$ cat config.mk
export PLATFORM = sky130hd
export DESIGN_NAME = mult_accumulator
export DESIGN_NICKNAME = d
export VERILOG_FILES = /design/src/rtl/mult_pkg.sv /design/src/rtl/mult_acc_adder.sv /design/src/rtl/mult_accumulator.sv
export SDC_FILE = /design/constraint.sdc
export NUM_CORES = 1
export LEC_CHECK = 0
export BUFFER_PORTS_ARGS = -buffer_cell sky130_fd_sc_hd__buf_2
export CELL_PAD_IN_SITES_DETAIL_PLACEMENT = 0
export CELL_PAD_IN_SITES_GLOBAL_PLACEMENT = 2
export CORE_MARGIN = 4
export CORE_UTILIZATION = 38
export CTS_CLUSTER_DIAMETER = 100
export DETAILED_ROUTE_END_ITERATION = 6
export PLACE_DENSITY_LB_ADDON = 0.1
export RECOVER_POWER = 25
export SETUP_SLACK_MARGIN = 0.02
export SYNTH_ARGS = -nofsm -noshare
export SYNTH_HDL_FRONTEND = slang
export SYNTH_SLANG_ARGS = --single-unit
export TNS_END_PERCENT = 5
$ cat constraint.sdc
create_clock -name clk -period 7.7 [get_ports clk]
set_input_delay 1.54 -clock clk [delete_from_list [all_inputs] [get_ports clk]]
set_output_delay 1.54 -clock clk [all_outputs]
set_load 0.05 [all_outputs]
$ cat src/rtl/mult_pkg.sv
// Shared types and default sizing for the multiplier product accumulator.
package mult_pkg;

    localparam int N_DEF     = 16;
    localparam int GUARD_DEF = 8;
    localparam int CNT_W_DEF = 8;

    typedef enum logic {ACCUM, DONE} acc_state_e;

    function automatic int acc_width(input int n, input int guard);
        return 2 * n + guard;
    endfunction

endpackage

$ cat src/rtl/mult_acc_adder.sv
// Combinational W-bit unsigned adder with carry-out.
// MULT_ACCUMULATOR_SAT_EN clamps the sum to all-ones whenever the add carries out.
module mult_acc_adder #(
    parameter int W = 40
) (
    input  logic [W-1:0] a,
    input  logic [W-1:0] b,
    output logic [W-1:0] sum,
    output logic         cout
);

    logic [W:0] raw;

    assign raw  = {1'b0, a} + {1'b0, b};
    assign cout = raw[W];

`ifdef MULT_ACCUMULATOR_SAT_EN
    // Once clamped, later adds carry out again, so the clamp is sticky for the burst
    assign sum = cout ? '1 : raw[W-1:0];
`else
    assign sum = raw[W-1:0];
`endif

endmodule

$ cat src/rtl/mult_accumulator.sv
// Burst accumulator for the 2N-bit product bus: sums beats until s_last, then
// holds the result on a valid/ready output. Optional saturation via MULT_ACCUMULATOR_SAT_EN.
module mult_accumulator
    import mult_pkg::*;
#(
    parameter int  N     = N_DEF,
    parameter int  GUARD = GUARD_DEF,
    parameter int  CNT_W = CNT_W_DEF,
    localparam int ACC_W = acc_width(N, GUARD)
) (
    input  logic             clk,
    input  logic             rst_n,
    input  logic             s_valid,
    output logic             s_ready,
    input  logic [2*N-1:0]   s_prod,
    input  logic             s_last,
    input  logic             clr,
    output logic             m_valid,
    input  logic             m_ready,
    output logic [ACC_W-1:0] m_acc,
    output logic [CNT_W-1:0] m_count,
    output logic             m_ovf
);

    acc_state_e       state;
    logic [ACC_W-1:0] acc;
    logic [CNT_W-1:0] count;
    logic             ovf;

    logic             beat;
    logic [ACC_W-1:0] base_acc, sum_nxt;
    logic [CNT_W-1:0] base_cnt, cnt_nxt;
    logic             base_ovf, ovf_nxt, cout;

    assign s_ready = rst_n && (state == ACCUM);
    assign beat    = s_valid && s_ready;

    // clr in the same cycle as a beat restarts the burst with that beat
    assign base_acc = clr ? '0 : acc;
    assign base_cnt = clr ? '0 : count;
    assign base_ovf = clr ? 1'b0 : ovf;

    mult_acc_adder #(.W(ACC_W)) u_add (
        .a    (base_acc),
        .b    (ACC_W'(s_prod)),
        .sum  (sum_nxt),
        .cout (cout)
    );

    assign cnt_nxt = (&base_cnt) ? base_cnt : base_cnt + 1'b1;
    assign ovf_nxt = base_ovf | cout;

    always_ff @(posedge clk or negedge rst_n) begin
        if (!rst_n) begin
            state   <= ACCUM;
            acc     <= '0;
            count   <= '0;
            ovf     <= 1'b0;
            m_valid <= 1'b0;
            m_acc   <= '0;
            m_count <= '0;
            m_ovf   <= 1'b0;
        end else begin
            case (state)
                ACCUM: begin
                    if (beat) begin
                        acc   <= sum_nxt;
                        count <= cnt_nxt;
                        ovf   <= ovf_nxt;
                        if (s_last) begin
                            m_acc   <= sum_nxt;
                            m_count <= cnt_nxt;
                            m_ovf   <= ovf_nxt;
                            m_valid <= 1'b1;
                            state   <= DONE;
                        end
                    end else if (clr) begin
                        acc   <= '0;
                        count <= '0;
                        ovf   <= 1'b0;
                    end
                end
                DONE: begin
                    // clr discards the result; m_ready consumes it; both reopen the input
                    if (clr || m_ready) begin
                        m_valid <= 1'b0;
                        acc     <= '0;
                        count   <= '0;
                        ovf     <= 1'b0;
                        state   <= ACCUM;
                    end
                end
                default: state <= ACCUM;
            endcase
        end
    end

endmodule

# Yosys cells after proc, flatten, opt, wreduce, memory -nomap -nowiden
# Index checks and enable logic that the tools add are counted.
dict set report word_totals {
  latchBits 0
  mem_count 0
  out_inout_bits 51
  input_bits 38
  ff_bits 100
  romBits 0
  mem_bits_rw 0
}
dict set report op_classes {
  mul 0
  n_bitwise 2
  add_sub_neg 2
  muxes 20
  div_mod_pow 0
  n_eq_ne 3
  n_shift 0
  n_reduce_logical 6
  order_cmp 0
}
# operator n
set ops {}
lappend ops {{$mux W40} 3}
lappend ops {{$pmux W40 S2} 1}
lappend ops {{$add A40 B32 Y41} 1}
lappend ops {{$mux W8} 4}
lappend ops {{$pmux W8 S2} 1}
lappend ops {{$add A8 B1 Y8 const B} 1}
lappend ops {{$mux W1} 8}
lappend ops {{$reduce_and A8 Y1} 1}
lappend ops {{$pmux W1 S2} 3}
lappend ops {{$reduce_and A3 Y1} 2}
lappend ops {{$ne A2 B2 Y1 const B} 2}
lappend ops {{$logic_and A1 B1 Y1} 2}
lappend ops {{$ne A2 B1 Y1 const B} 1}
lappend ops {{$logic_or A1 B1 Y1} 1}
lappend ops {{$not A1 Y1} 1}
lappend ops {{$or A1 B1 Y1} 1}

# Logic depth before layout (Yosys ltp)
dict set report logic_depth {
  word_depth 5
  ltp_mapped 20
  ltp_nobuf 12
}

# Hierarchy
# From an unflattened synthesis, not the netlist that was laid out.
dict set report unflattened {
  hier_cells 640
  area_unflattened_um2 6665.1
}
# mod area_per_inst_um2 n_inst cells_each
set modules_own_cells {}
lappend modules_own_cells {mult_accumulator 4450.5 1 332}
lappend modules_own_cells {mult_acc_adder 2214.6 1 308}

# Least setup slack after synthesis
# OpenSTA, ideal clock, no wires.
dict set report synth_path {
  path_type {input-to-reg}
  from {input port clr}
  to {register acc[39]}
  t_required_ps 7628
  stages 19
  path_buffers 8
  slack_ps 2217
  t_arrival_ps 5411
  path_cell_list {buf_4 -> buf_6 -> buf_6 -> buf_6 -> buf_2 -> buf_1 -> buf_1 -> clkbuf_1 -> nor2b_1 -> ha_1 -> and2_1 -> and3_1 -> nor2b_1 -> and3_1 -> and4_1 -> nor2b_1 -> a221o_1 -> or4_1 -> nand3_1}
}
dict set report synth_between {
  elab_chain_len 4
  elab_cells_between_ends 6
  cone_classes {add/sub: 1; eq/ne: 1; mux: 3; reduce/logical: 1}
}
# element line
set synth_lines {}
lappend synth_lines {{start, declared} mult_accumulator.sv:17} ;# input logic clr,
lappend synth_lines {{$mux W40} --}
lappend synth_lines {{$add A40 B32 Y41} mult_acc_adder.sv:14} ;# assign raw = {1'b0, a} + {1'b0, b};
lappend synth_lines {{$mux W40} mult_accumulator.sv:66} ;# if (beat) begin
lappend synth_lines {{$pmux W40 S2} mult_accumulator.sv:64} ;# case (state)
lappend synth_lines {{end signal, assigned} mult_accumulator.sv:67} ;# acc <= sum_nxt;
lappend synth_lines {{end, declared} mult_accumulator.sv:26} ;# logic [ACC_W-1:0] acc;
# Parallel ways exist; a longest one is shown, timed or not.
# A chain may end at the register's enable or synchronous reset.

# Worst setup path after layout
dict set report layout_path {
  from {input port rst_n}
  to {output port s_ready}
}
dict set report layout_between {
  elab_chain_len 1
}
# element line
set layout_lines {}
lappend layout_lines {{start, declared} mult_accumulator.sv:12} ;# input logic rst_n,
lappend layout_lines {{$logic_and A1 B1 Y1} mult_accumulator.sv:35} ;# assign s_ready = rst_n && (state == ACCUM);
lappend layout_lines {{end, declared} mult_accumulator.sv:14} ;# output logic s_ready,
# No other way between the ends.

==> impl_metrics.csv <==
group,metric,value,unit
cells_and_area,num_antenna_cells,0,
routing,firstDrtPassIters,5,
floorplan,coreArea,18700,µm²
floorplan,die_w,146,µm
sta,worst-slew-pin-transition,2.71,ns
run,cap_violations,1,
cts,cts-root-buf,"clkbuf_16",
global_routing,grt_usage,0.194,
global_routing,grt_max_degree,59,
cells_and_area,drive_gt1_frac,0.125,
routing,via_per_inst,5.63,
global_routing,met1_usage,0.282,
worst_hold_path,hold_start,"m_acc[13]",
cts,cts_max_level,3,
worst_hold_path,holdCritPathClass,"register to register",
cts,cts_tree,"built",
cts,cts_setup_buffers,0,
sta,finalSetupTns,0,ns
global_routing,antenna_found_initial,0,
worst_hold_path,min_to,"m_acc[13]",
sta,fmax,176,MHz
run_status,outcome,"finished, violations left",
cts,numCtsBuffers,9,
sta,final.period_utilization,0.737,
placement,dp_hpwl,14700,µm
routing,drt_iter0_drc,336,
setup_path,rrSetupSlack,4.37,ns
cts,hold_buffers,0,
global_routing,use_met3,0.0283,
cts,cts_resized,0,
routing,route.detailed.drc,0,
synth,ys.flop_type,"dfrtp_1",
floorplan,io_pins,89,
cells_and_area,fin_cells,1171,
sta,final.min_clock_period,5.68,ns
sta,drv_slew,45,
setup_path,slowest_stage,"clkbuf_1",
synth,yosysWarnings,0,
power,seqPwrFrac,0.379,
setup_path,crit_type,"primary input to output pin",
cells_and_area,stdcell_area,8000,µm²
global_routing,busiest_layer,"met2",
synth,syn_nets,950,
global_routing,grt_pass1_vias,6503,
synth,syn-mean-instance-area,8.10,µm²
routing,wl_per_cell,17.7,µm
cts,path_clk_slew,0.08,ns
setup_path,cp_cell_sequence,"clkbuf_1 > nor2b_1 > buf_2",
cts,clock_sinks,100,
power,p_sw_frac,0.412,
floorplan,die_y,146,µm
sta,finalClockSkew,0.00599,ns
run_status,violations,"capacitance limit, slew limit",
setup_path,r2r-start,"acc[1]",
power,p_int,0.00101,W
placement,gp_congestion,0.856,
setup_path,regToRegEndpoint,"acc[36]",
floorplan,initial_utilization,0.387,
setup_path,crit_buf_inv,2,
power,combPwrFrac,0.330,
sta,rsz0062_at_grt,"false",
synth,synth_edf_count,0,
placement,placed_area,7710,µm²
cells_and_area,syn2layout_area_growth,10.6,%
routing,ant_nets,0,
cts,cts_max_path_buffers,2,
power,clkPwrFrac,0.291,
synth,async_flop_share,1.00,
routing,via_count,6594,
synth,ys_ff_latch,100,
synth,ys_seq_area_frac,0.346,
setup_path,cp_slowest_stage_delay,1.89,ns
global_routing,globalRoute.totalOverflow,0,
setup_path,r2r.worst_path.cells,12,
power,pwr_density_cell,214,nW/µm²
power,vdd_drop_max,0.132,mV
setup_path,critical-path-top-delay-family,"buffers and inverters",
sta,finalSetupViolCount,0,
placement,dp_cells,1155,
sta,hold_violations,0,
setup_path,cp.required,6.16,ns
setup_path,startpoint_type,"primary input",
worst_hold_path,min_path_cells,2,
routing,drt_wl_total,20700,µm
sta,slew_headroom,-0.810,
synth,synth_cell_types,81,
power,p_leak,3.44,nW
setup_path,worstPathArrival,4.14,ns
placement,io_buffer_count,88,
global_routing,met2_usage,0.310,
setup_path,cp-end-kind,"output pin",
cells_and_area,nets,988,
global_routing,grt_pass1_wl,34300,µm
cts,clock_latency,0.35,ns
power,p_switching,0.000707,W
synth,synthesis.instances,894,
setup_path,worstPathMaxFanout,44,
synth,mappedNetlistArea,7240,µm²
power,finalPower,0.00172,W
floorplan,die_area,21300,µm²
floorplan,core.rowCount,50,
==> how the worst max path moves through the flow <==
stage | from | depth (start not counted) | slack, ns | end
final | rst_n | 3 | 2.02 | s_ready
after global placement | clr | 13 | 2.61 | acc[33]
after floorplan | clr | 19 | 2.22 | acc[39]
after CTS | clr | 13 | 2.83 | acc[33]
after detailed placement | clr | 13 | 2.47 | acc[33]
after global routing | rst_n | 3 | 1.53 | s_ready
==> logic make-up after synthesis <==
| logic type | after synthesis | synth area share |
|---|---|---|
| simple gates | 334 | 0.225 |
| compound gates | 287 | 0.260 |
| flops | 100 | 0.346 |
| buf+inv | 88 | 0.0552 |
| xor+xnor | 60 | 0.0726 |
| fa+ha+maj | 23 | 0.0382 |
| mux | 2 | 0.00277 |
==> worst reg2reg max path, delay by kind of cell, from the launching register on <==
kind	cells	cell delay, ns
and+or+nand+nor	6	1.36
AOI/OAI and AO/OA	4	1.08
xor gates and xnor gates	1	0.16
DFF	1	0.44
adders and majority gates	1	0.21
==> state kept, by name, indices dropped and copies added (netlist names) <==
| signal | flops |
|---|---|
| m_acc | 40 |
| m_ovf | 1 |
| acc | 40 |
| count | 8 |
| ovf | 1 |
| m_count | 8 |
| state | 1 |
| m_valid | 1 |
==> power groups by stage <==
stage / Clock (W) / Sequential [W] / Combinational [W]
after floorplan: 0 / 0.000820 / 0.000267
after global placement: 0 / 0.000657 / 0.000571
after detailed placement: 0 / 0.000660 / 0.000577
after CTS: 0.000516 / 0.000651 / 0.000578
after global routing: 0.000536 / 0.000663 / 0.000618
final: 0.000499 / 0.000651 / 0.000566
==> area by class of cell <==
cell class	instances	area [µm²]
clock buffer	9	225
sequential	100	2500
tap	234	293
inverter	20	75.1
multi-input combinational	706	4350
fill	1946	10700
clock inverter	7	96.3
timing repair buffer	95	467
==> layout by cell type (no fill, tap or decap), types with 17 or more instances in the layout <==
| master | netlist | final |
|---|---|---|
| nand2_1 | 147 | 146 |
| dfrtp_1 | 100 | 100 |
| o21ai_0 | 91 | 91 |
| buf_2 | 19 | 67 |
| nor2_1 | 56 | 55 |
| a21oi_1 | 39 | 39 |
| xnor2_1 | 37 | 37 |
| nor2b_1 | 36 | 36 |
| a31oi_1 | 27 | 27 |
| xor2_1 | 23 | 23 |
| clkbuf_1 | 36 | 21 |
| nand3_1 | 20 | 20 |
| inv_1 | 19 | 19 |
| ha_1 | 18 | 18 |
| o22ai_1 | 17 | 17 |
==> cell usage after synthesis (all sizes together) (3+ instances only) <==
library cell,number,area (µm²)
nand2,147,552
o21ai,103,527
dfrtp,100,2500
nor2,56,210
a21oi,39,195
nor2b,38,243
xnor2,37,324
clkbuf,36,135
buf,32,189
a31oi,30,215
xor2,23,201
nand3,21,110
inv,20,75.1
ha,18,225
o22ai,17,106
o211ai,15,118
nor3,12,60.1
a21o,11,83.8
and3,8,50.1
nand4,8,50.1
nor4bb,8,80.1
o31ai,8,65.1
o21bai,7,52.6
a21boi,6,45.0
and2,6,37.5
nand2b,6,37.5
a22oi,5,37.5
a31o,5,43.8
maj3,5,51.3
o21a,5,37.5
a211oi,4,30.0
a311oi,4,35.0
or3,4,25.0
a211o,3,26.3
==> metal layers <==
metal  part of all wire  up-vias  wire, µm
li1                   -     3282         -
met1               0.50     3165     10400
met2               0.45      134      9430
met3              0.032       13       663
met4              0.010        0       207
met5                  0        -         0
==> stage by stage <==
stage | setup slack [ns] | hold WS [ns] | util
3_5_place_dp | 2.47 | 0.462 | 0.412
4_1_cts | 2.83 | 0.482 | 0.429
2_1_floorplan | 2.22 | 0.442 | -
5_1_grt | 1.53 | 0.502 | 0.428
6_report | 2.02 | 0.480 | 0.428
3_3_place_gp | 2.61 | 0.456 | 0.412
Note: power is estimated with default switching activity, not from simulation.
